`src/rtl/ysyx_idu_pkg.sv`:
```
// Shared decode definitions for the instruction decode unit.
// Holds the op_class encodings, the RV32I major opcode constants, the reset
// nop, and a helper that maps a raw instruction word to its op_class.
package ysyx_idu_pkg;

  typedef enum logic [3:0] {
    OPC_LUI     = 4'd0,
    OPC_AUIPC   = 4'd1,
    OPC_JAL     = 4'd2,
    OPC_JALR    = 4'd3,
    OPC_BRANCH  = 4'd4,
    OPC_LOAD    = 4'd5,
    OPC_STORE   = 4'd6,
    OPC_OPIMM   = 4'd7,
    OPC_OP      = 4'd8,
    OPC_FENCE   = 4'd9,
    OPC_SYSTEM  = 4'd10,
    OPC_ILLEGAL = 4'd15
  } op_class_e;

  localparam logic [6:0] OP_LUI    = 7'b0110111;
  localparam logic [6:0] OP_AUIPC  = 7'b0010111;
  localparam logic [6:0] OP_JAL    = 7'b1101111;
  localparam logic [6:0] OP_JALR   = 7'b1100111;
  localparam logic [6:0] OP_BRANCH = 7'b1100011;
  localparam logic [6:0] OP_LOAD   = 7'b0000011;
  localparam logic [6:0] OP_STORE  = 7'b0100011;
  localparam logic [6:0] OP_OPIMM  = 7'b0010011;
  localparam logic [6:0] OP_OP     = 7'b0110011;
  localparam logic [6:0] OP_FENCE  = 7'b0001111;
  localparam logic [6:0] OP_SYSTEM = 7'b1110011;

  localparam logic [31:0] INST_NOP = 32'h0000_0013;

  // Full 7-bit opcode match; the two low bits being anything other than
  // 2'b11 therefore falls through to ILLEGAL on its own.
  function automatic op_class_e classify(input logic [6:0] opcode);
    op_class_e c;
    case (opcode)
      OP_LUI:    c = OPC_LUI;
      OP_AUIPC:  c = OPC_AUIPC;
      OP_JAL:    c = OPC_JAL;
      OP_JALR:   c = OPC_JALR;
      OP_BRANCH: c = OPC_BRANCH;
      OP_LOAD:   c = OPC_LOAD;
      OP_STORE:  c = OPC_STORE;
      OP_OPIMM:  c = OPC_OPIMM;
      OP_OP:     c = OPC_OP;
      OP_FENCE:  c = OPC_FENCE;
      OP_SYSTEM: c = OPC_SYSTEM;
      default:   c = OPC_ILLEGAL;
    endcase
    return c;
  endfunction

endpackage

```
`src/rtl/ysyx_idu_immgen.sv`:
```
// Immediate generator: purely combinational.
//   inst : instruction word
//   imm  : sign-extended I/S/B/J immediate, U immediate in the upper 20 bits,
//          zero for R-type and unrecognised opcodes
module ysyx_idu_immgen
  import ysyx_idu_pkg::*;
(
  input  logic [31:0] inst,
  output logic [31:0] imm
);

  always_comb begin
    imm = '0;
    case (inst[6:0])
      OP_JALR, OP_LOAD, OP_OPIMM, OP_SYSTEM, OP_FENCE:
        imm = {{20{inst[31]}}, inst[31:20]};
      OP_STORE:
        imm = {{20{inst[31]}}, inst[31:25], inst[11:7]};
      OP_BRANCH:
        imm = {{19{inst[31]}}, inst[31], inst[7], inst[30:25], inst[11:8], 1'b0};
      OP_LUI, OP_AUIPC:
        imm = {inst[31:12], 12'b0};
      OP_JAL:
        imm = {{11{inst[31]}}, inst[31], inst[19:12], inst[20], inst[30:21], 1'b0};
      default:
        imm = '0;
    endcase
  end

endmodule

```
`src/rtl/ysyx_idu.sv`:
```
// Instruction decode unit with a one-entry holding register and a 32-entry
// register busy scoreboard.
//   clk, rst            : clock, synchronous active-high reset
//   prev_valid, ready_o : fetch-side handshake (ready_o = holding reg empty)
//   inst, pc            : fetched instruction and its PC
//   valid_o, next_ready : execute-side handshake
//   wb_valid, wb_rd     : writeback retire, clears busy[wb_rd]
//   flush               : drop the held instruction
//   rd/rs1/rs2, imm, op_class, alu_op, pc_o, illegal : decoded fields
module ysyx_idu
  import ysyx_idu_pkg::*;
#(
  parameter int ADDR_W = 32,
  parameter int DATA_W = 32
) (
  input  logic              clk,
  input  logic              rst,
  input  logic              prev_valid,
  output logic              ready_o,
  input  logic [DATA_W-1:0] inst,
  input  logic [ADDR_W-1:0] pc,
  output logic              valid_o,
  input  logic              next_ready,
  input  logic              wb_valid,
  input  logic [4:0]        wb_rd,
  input  logic              flush,
  output logic [4:0]        rd,
  output logic [4:0]        rs1,
  output logic [4:0]        rs2,
  output logic [DATA_W-1:0] imm,
  output logic [3:0]        op_class,
  output logic [3:0]        alu_op,
  output logic [ADDR_W-1:0] pc_o,
  output logic              illegal
);

  logic              held_valid;
  logic [DATA_W-1:0] inst_q;
  logic [ADDR_W-1:0] pc_q;
  logic [31:0]       busy_q;
  logic [31:0]       busy_d;

  op_class_e cls;
  logic [2:0] funct3;
  logic rs1_used, rs2_used, rd_wr, hazard, fire, capture;

  assign ready_o = !held_valid;
  assign capture = prev_valid && ready_o;
  assign fire    = valid_o && next_ready;

  always_ff @(posedge clk) begin
    if (rst) begin
      held_valid <= 1'b0;
      inst_q     <= DATA_W'(INST_NOP);
      pc_q       <= '0;
    end else if (flush || fire) begin
      held_valid <= 1'b0;
    end else if (capture) begin
      held_valid <= 1'b1;
      inst_q     <= inst;
      pc_q       <= pc;
    end
  end

  always_comb begin
    cls      = classify(inst_q[6:0]);
    funct3   = inst_q[14:12];
    rd       = inst_q[11:7];
    rs1      = inst_q[19:15];
    rs2      = inst_q[24:20];
    illegal  = (cls == OPC_ILLEGAL);
    // inst[30] only selects SUB/SRA for register ops and SRAI for immediates;
    // for other I-type ops those bits belong to the immediate.
    if (cls == OPC_OP || (cls == OPC_OPIMM && funct3 == 3'b101))
      alu_op = {inst_q[30], funct3};
    else
      alu_op = {1'b0, funct3};
    rs1_used = !(cls inside {OPC_LUI, OPC_AUIPC, OPC_JAL, OPC_FENCE});
    rs2_used = cls inside {OPC_BRANCH, OPC_STORE, OPC_OP};
    // SYSTEM writes rd only for the CSR forms (funct3 != 0).
    rd_wr    = (rd != 5'd0) &&
               ((cls inside {OPC_LUI, OPC_AUIPC, OPC_JAL, OPC_JALR,
                             OPC_LOAD, OPC_OPIMM, OPC_OP}) ||
                (cls == OPC_SYSTEM && funct3 != 3'b000));
    hazard   = (rs1_used && busy_q[rs1]) ||
               (rs2_used && busy_q[rs2]) ||
               (rd_wr && busy_q[rd]);
    valid_o  = held_valid && !hazard;
  end

  assign op_class = cls;
  assign pc_o     = pc_q;

  ysyx_idu_immgen u_immgen (
    .inst (inst_q),
    .imm  (imm)
  );

  // Clear is applied before set so an issue to the same register wins.
  always_comb begin
    busy_d = busy_q;
    if (wb_valid)
      busy_d[wb_rd] = 1'b0;
    if (fire && rd_wr)
      busy_d[rd] = 1'b1;
    busy_d[0] = 1'b0;
  end

  always_ff @(posedge clk) begin
    if (rst)
      busy_q <= '0;
    else
      busy_q <= busy_d;
  end

endmodule

```
`config.mk`:
```
export PLATFORM = sky130hd
export DESIGN_NAME = ysyx_idu
export DESIGN_NICKNAME = d
export VERILOG_FILES = /design/src/rtl/ysyx_idu_pkg.sv /design/src/rtl/ysyx_idu_immgen.sv /design/src/rtl/ysyx_idu.sv
export SDC_FILE = /design/constraint.sdc
export NUM_CORES = 1
export LEC_CHECK = 0
export ABC_AREA = 1
export BUFFER_PORTS_ARGS = -buffer_cell sky130_fd_sc_hd__buf_4
export CAP_MARGIN = 20
export CORE_MARGIN = 2
export CORE_UTILIZATION = 58
export CTS_BUF_LIST = sky130_fd_sc_hd__clkbuf_16
export DETAILED_ROUTE_END_ITERATION = 6
export PLACE_DENSITY = 0.95
export SYNTH_ARGS = -nofsm -noshare
export SYNTH_HDL_FRONTEND = slang
export SYNTH_SLANG_ARGS = --single-unit
```
`constraint.sdc`:
```
create_clock -name clk -period 3.5 [get_ports clk]
set_clock_uncertainty 0.05 [all_clocks]
set_input_delay 0.175 -clock clk [delete_from_list [all_inputs] [get_ports clk]]
set_output_delay 0.175 -clock clk [all_outputs]
set_load 0.01 [all_outputs]
```
==> impl_metrics.csv, run 1 <==
group,metric,value,unit
status,status,"complete, but fails checks",
status,violations,"DRC",
placed_design,dp.cells,1317,
synthesis,synth_seq_area_share,30.3,%
route,vias_per_cell,5.50,
placed_design,dp_hpwl,14100,µm
cells_and_area,n_fill_cell,917,
die,coreArea,10700,µm²
cells_and_area,syn2layout_area_growth,21.0,%
route,dr.pass1.iters,7,
setup_path,worstPathMaxFanout,64,
route,vias,7335,
die,io_pins,165,
cells_and_area,seq_area,1920,µm²
synthesis,synth_top_area_share,30.3,%
global_routing,grt_overflow,0,
timing,setup_viol,0,
route,antenna_left,0,
timing,rsz0062_at_grt,"no",
cells_and_area,final_nets,1263,
clock_network,cts_resized,0,
power_and_ir_drop,powerDensity,397,nW/µm²
synthesis,synth.cell_area,6330,µm²
placed_design,dpl_worst_slack,0.678,ns
clock_network,cts_num_sinks,96,
cells_and_area,fin_cells,1333,
global_routing,grt_max_degree,66,
setup_path,worstRegToRegCells,13,
die,dieArea,11800,µm²
timing,tightestPinTransition,0.941,ns
placed_design,place_congestion,1.04,
setup_path,worst_setup_path_start_kind,"register",
global_routing,grt_usage,34.6,%
cells_and_area,antennaDiodeCount,0,
power_and_ir_drop,leakagePower,3.99,nW
synthesis,synth-warning-count,0,
setup_path,cp.arrival,3.13,ns
clock_network,insertion_delay,0.35,ns
power_and_ir_drop,p_clk_share,35.4,%
power_and_ir_drop,p_comb_share,25.2,%
timing,timing.final.ws_setup,0.516,ns
route,dr.first_iter.drc_count,641,
cells_and_area,drive_gt1_share,18.1,%
cells_and_area,multi_input_area,3110,µm²
timing,period_minus_slack,2.98,ns
clock_network,cts-root-buf,"clkbuf_16",
power_and_ir_drop,irDropWorstVdd,485,µV
clock_network,cts_setup_buffers,0,
cells_and_area,utilization,71.3,%
synthesis,synth.most_common_cell,"nand2_1",
power_and_ir_drop,seqPwrFrac,39.4,%
worst_hold_path,min_path_type,"in2reg",
placed_design,io_buffers,164,
power_and_ir_drop,p_sw,0.965,mW
synthesis,synth_enable_flop_cells,0,
power_and_ir_drop,switching_share,31.7,%
synthesis,netlist_instances,1076,
setup_path,crit_required,3.65,ns
synthesis,synth.area.top_cells,"dfxtp_1 (30%), nand2_1 (15%), inv_1 (12%)",
timing,finalMaxSlewViolations,0,
die,fp.dieW,109,µm
synthesis,ys_types,28,
die,num_rows,38,
route,drc,1,
synthesis,postSynthAreaPerCell,5.89,µm²
synthesis,synth.top_cells.by_count,"nand2_1 (256), inv_1 (206), nor2_1 (141)",
route,drt_wl_total,20200,µm
die,die_y,109,µm
clock_network,cts_buffers,9,
setup_path,crit_type,"reg2reg",
timing,relSlewSlack,37.2,%
clock_network,cts.clk_slew.worst_paths,0.07,ns
timing,finalCritPeriodShare,85.3,%
clock_network,cts_tree,"done",
global_routing,grt_pass1_wl,32100,µm
job,cap_violations,0,
timing,setup_tns,0,ns
route,wl_per_cell,15.2,µm
power_and_ir_drop,internal_power,2.08,mW
synthesis,syn_nets,1151,
clock_network,clockBufferDepth,2,
timing,fmax,0.335,GHz
timing,hold_viol_final,0,
clock_network,postCtsHoldBufs,0,
die,initial_core_util,59.0,%
setup_path,crit_path_end_kind,"register",
global_routing,antenna_found_initial,0,
synthesis,synth_ff_type,"dfxtp_1",
synthesis,yosysTopAreaCell,"dfxtp_1",
synthesis,ys_seq_elements,96,
worst_hold_path,whs_path_depth,3,
clock_network,ctsHtreeMaxLevel,3,
synthesis,async_reset_ff_share,0,%
global_routing,grt_pass1_vias,6856,
## routing by layer
metal	track usage (%)	vias to the layer above	part of all wire, %
met5	0	-	0
met4	21.6	0	5.0
met3	9.34	92	11
met2	58.4	437	49
met1	38.5	3260	35
li1	-	3546	-
## power by group through the flow
stage	Sequential [mW]	Clock, mW	Combinational [mW]
after global placement	1.22	0	0.735
after detailed placement	1.22	0	0.749
after floorplan	1.22	0	0.475
after global routing	1.20	1.12	0.846
final	1.20	1.08	0.768
after CTS	1.20	1.08	0.756
## metrics by stage
step | hold slack, ns | area (µm²) | power, mW
5_1_grt | 0.0849 | 7670 | 3.17
3_3_place_gp | 0.389 | 7340 | 1.95
6_report | 0.0550 | 7670 | 3.04
3_5_place_dp | 0.395 | 7350 | 1.97
2_1_floorplan | 0.194 | 6330 | 1.69
4_1_cts | 0.0601 | 7670 | 3.03
## cell type report
class	count	share of cell area (%)
Multi-Input combinational cell	684	40.6
Sequential cell	96	25.1
Timing Repair Buffer	174	17.0
Inverter	223	10.9
Clock buffer	9	2.94
Tap cell	140	2.28
Clock inverter	7	1.22
## registers in the layout, indices dropped and copies added (netlist names)
register and flops:
inst_q 32, pc_o 32, busy_q 31, held_valid 1
## worst max-delay path, cell delays in order, from the launching register on
cell and delay [ns]:
dfxtp_1 0.30, buf_4 0.20, inv_1 0.42, nand2_1 0.16
nand3_1 0.12, nand3_1 0.08, nand3_1 0.12, nand3_1 0.12
nand2_1 0.11, nand2_1 0.10, nand4_4 0.13, nand3_4 0.56
nand2_1 0.27, nand3_1 0.09
## cell usage in the layout (no fill, tap or decap), types with 2 or more instances in the layout
cell | Yosys | layout
o22ai_1 | 6 | 6
dfxtp_1 | 96 | 96
nand2_1 | 256 | 256
inv_6 | 0 | 2
bufinv_16 | 0 | 2
nand3_1 | 80 | 80
nor2_1 | 141 | 140
inv_1 | 206 | 205
nand4_1 | 66 | 66
clkbuf_16 | 0 | 9
o21ai_0 | 49 | 49
inv_2 | 16 | 18
o21ai_1 | 6 | 6
nor4_1 | 2 | 2
a21oi_1 | 41 | 41
o211ai_1 | 12 | 12
nor3_1 | 15 | 15
buf_4 | 25 | 173
nor2_2 | 3 | 3
## path summary, 6_finish.rpt
| path | end | slack, ns | startpoint |
|---|---|---|---|
| max | inst_q[4] | 0.52 | inst_q[20] |
| min | inst_q[1] | 0.05 | inst[1] |
| max reg2reg | inst_q[4] | 0.52 | inst_q[20] |
| min reg2reg | inst_q[1] | 0.41 | inst_q[1] |
## logic make-up after synthesis
family / share of synthesized area (%)
AND/OR/NAND/NOR: 39.2
buffers and inverters: 20.7
AO/OA/AOI/OAI: 9.74
flip-flops: 30.3
Note: power is estimated with default switching activity, not from simulation.
==> inputs of run 2 (changes only) <==
ABC_AREA = 0   (was 1)
CORE_UTILIZATION = 56   (was 58)
CTS_CLUSTER_DIAMETER = 80   (was unset)
==> run 2 against run 1 <==
Against the previous run: the flow now finishes without violations; worst setup slack worse by 0.24 ns; first-iteration DRC count down 22%; combinational power down 44%; power down 13%; clock power down 6%; global-route usage down 2.2 points; sequential share of layout area up 2.6 points; non-clock buffer count up 3; routed wire length down 11%; largest cell class unchanged.
==> impl_metrics.csv, run 2 <==
group,metric,value,unit
synthesis,synth.cell_area,5520,µm²
synthesis,synth_enable_flop_cells,0,
synthesis,ys_types,55,
synthesis,postSynthAreaPerCell,8.04,µm²
power_and_ir_drop,p_clk_share,38.7,%
timing,rsz0062_at_grt,"no",
clock_network,insertion_delay,0.35,ns
clock_network,cts_buffers,9,
cells_and_area,antennaDiodeCount,0,
clock_network,cts_setup_buffers,0,
route,wl_per_cell,19.1,µm
placed_design,dp.cells,920,
setup_path,worst_setup_path_start_kind,"register",
route,dr.first_iter.drc_count,502,
setup_path,crit_buf_inv,1,
power_and_ir_drop,p_sw,0.747,mW
synthesis,synth.area.top_cells,"dfxtp_1 (35%), nand2_1 (11%), a21oi_1 (6.7%)",
power_and_ir_drop,p_comb_share,16.4,%
cells_and_area,final_cell_mix,"buf_4 (173), nand2_1 (165), dfxtp_1 (96)",
route,dr.pass1.iters,7,
placed_design,dp_hpwl,13000,µm
die,die_y,103,µm
timing,period_minus_slack,3.23,ns
synthesis,async_reset_ff_share,0,%
route,vias,5806,
cells_and_area,n_fill_cell,716,
timing,hold_viol_final,0,
timing,finalCritPeriodShare,92.2,%
die,io_pins,165,
clock_network,ctsHtreeMaxLevel,3,
cells_and_area,drive_gt1_share,28.7,%
setup_path,crit_path_end_kind,"primary output",
synthesis,synth.top_cells.by_count,"nand2_1 (165), dfxtp_1 (96), a21oi_1 (74)",
setup_path,worstPathMaxFanout,14,
global_routing,grt_max_degree,55,
route,drc,0,
power_and_ir_drop,seqPwrFrac,44.9,%
synthesis,synth.most_common_cell,"nand2_1",
route,met1_length,7060,µm
die,coreArea,9680,µm²
die,num_rows,36,
synthesis,syn_nets,762,
setup_path,critical_path_depth,7,
setup_path,max_stage_delay,0.69,ns
synthesis,netlist_instances,687,
power_and_ir_drop,irDropWorstVdd,235,µV
timing,finalMaxSlewViolations,0,
clock_network,cts.clk_slew.worst_paths,0.07,ns
route,vias_per_cell,6.18,
die,dieArea,10700,µm²
clock_network,cts_tree,"done",
synthesis,ys_seq_elements,96,
global_routing,grt_pass1_vias,5198,
synthesis,synth_ff_type,"dfxtp_1",
power_and_ir_drop,leakagePower,2.92,nW
global_routing,grt_usage,32.4,%
timing,setup_tns,0,ns
synthesis,synth_top_area_share,34.8,%
clock_network,cts_num_sinks,96,
route,antenna_left,0,
global_routing,antenna_found_initial,0,
cells_and_area,fin_cells,939,
die,initial_core_util,57.0,%
placed_design,io_buffers,164,
cells_and_area,final_nets,876,
route,dr_wl_met2,8680,µm
setup_path,r2r_slack,0.38,ns
setup_path,crit_family,"simple AND/OR/NAND/NOR gates",
clock_network,cts-root-buf,"clkbuf_16",
synthesis,synth_seq_area_share,34.8,%
route,drt_wl_total,17900,µm
setup_path,crit_type,"reg2out",
placed_design,place_congestion,0.994,
status,status,"complete, no violations",
setup_path,slowest_stage,"dfxtp_1",
timing,fmax,0.310,GHz
power_and_ir_drop,switching_share,28.3,%
job,cap_violations,0,
cells_and_area,multi_input_area,3180,µm²
setup_path,crit_chain,"mux4_2, nor2b_1, nor4_1, o32ai_1, nand2_1, nor3_1, buf_4",
setup_path,crit_required,3.27,ns
synthesis,yosysTopAreaCell,"dfxtp_1",
route,met3_length,1470,µm
synthesis,synth-warning-count,0,
cells_and_area,syn2layout_area_growth,26.0,%
cells_and_area,final_common_cell,"buf_4",
worst_hold_path,whs_path_depth,3,
die,fp.dieW,103,µm
timing,setup_viol,0,
route,top_layer,"met4",
cells_and_area,seq_area,1920,µm²
setup_path,cp.arrival,3.00,ns
timing,tightestPinTransition,0.853,ns
global_routing,grt_overflow,0,
power_and_ir_drop,internal_power,1.89,mW
timing,relSlewSlack,43.1,%
clock_network,clockBufferDepth,2,
power_and_ir_drop,powerDensity,379,nW/µm²
global_routing,grt_pass1_wl,26800,µm
worst_hold_path,min_path_type,"in2reg",
clock_network,cts_resized,0,
setup_path,worstRegToRegCells,7,
run 2: cell count changes after synthesis, sizes merged, moves of 31 or more:
cell   change
a21oi     +32
nand2     -92
nand4     -66
inv      -213
nand3     -73
o41ai     +31
nor2     -125
run 2: logic make-up after synthesis:
logic type | count (synthesis) | share of synthesized area, %
xor+xnor | 1 | 0.159
flops | 96 | 34.8
compound gates | 185 | 22.1
mux | 36 | 9.99
buf+inv | 83 | 7.66
simple gates | 286 | 25.3
run 2: cell type report:
| class | instances | area share (%) |
|---|---|---|
| multi-input combinational | 508 | 45.8 |
| sequential | 96 | 27.6 |
| timing repair buffer | 177 | 19.4 |
| clock buffer | 9 | 3.24 |
| tap | 133 | 2.39 |
| clock inverter | 7 | 1.10 |
| inverter | 9 | 0.486 |
run 2: repair_timing:
| item | in CTS | in global routing |
|---|---|---|
| endpoints found under the hold margin | 3 | 0 |
| endpoints found under the setup margin | 0 | 0 |
| hold buffers | 3 | 0 |
run 2: final timing paths:
check	from	to
hold / removal	pc[5]	pc_o[5]
setup / recovery	inst_q[17]	valid_o
setup reg to reg	inst_q[17]	busy_q[20]
hold reg to reg	pc_o[0]	pc_o[0]
run 2: power groups by stage:
stage / Sequential, mW / Clock [mW] / Combinational, mW
2_1_floorplan: 1.18 / 0 / 0.254
3_3_place_gp: 1.20 / 0 / 0.413
3_5_place_dp: 1.21 / 0 / 0.423
4_1_cts: 1.18 / 1.02 / 0.428
5_1_grt: 1.19 / 1.07 / 0.467
6_report: 1.18 / 1.02 / 0.433
run 2: per-stage QoR:
stage	cell area [µm²]	setup slack (ns)	hold slack, ns	utilization [%]	total power [mW]
floorplan	5520	1.11	0.243	-	1.44
global placement	6630	0.581	0.333	68.4	1.62
detailed placement	6630	0.428	0.334	68.4	1.63
CTS	6960	0.228	0.0122	71.8	2.63
global route	6960	0.0429	0.0208	71.8	2.73
finish	6960	0.272	0.0132	71.8	2.64
run 2: worst register-to-register path: cells and delay by family, from the launching register on:
kind	cells	cell delay, ns
AOI/OAI and AO/OA	2	0.76
DFF	1	0.69
and+or+nand+nor	3	0.62
muxes	1	0.58
buffers and inverters	1	0.32
run 2: layer usage:
layer	GRT usage (%)	vias to the layer above
li1	-	2660
met1	41.8	2766
met2	51.9	315
met3	6.38	65
met4	16.2	0
met5	0	-
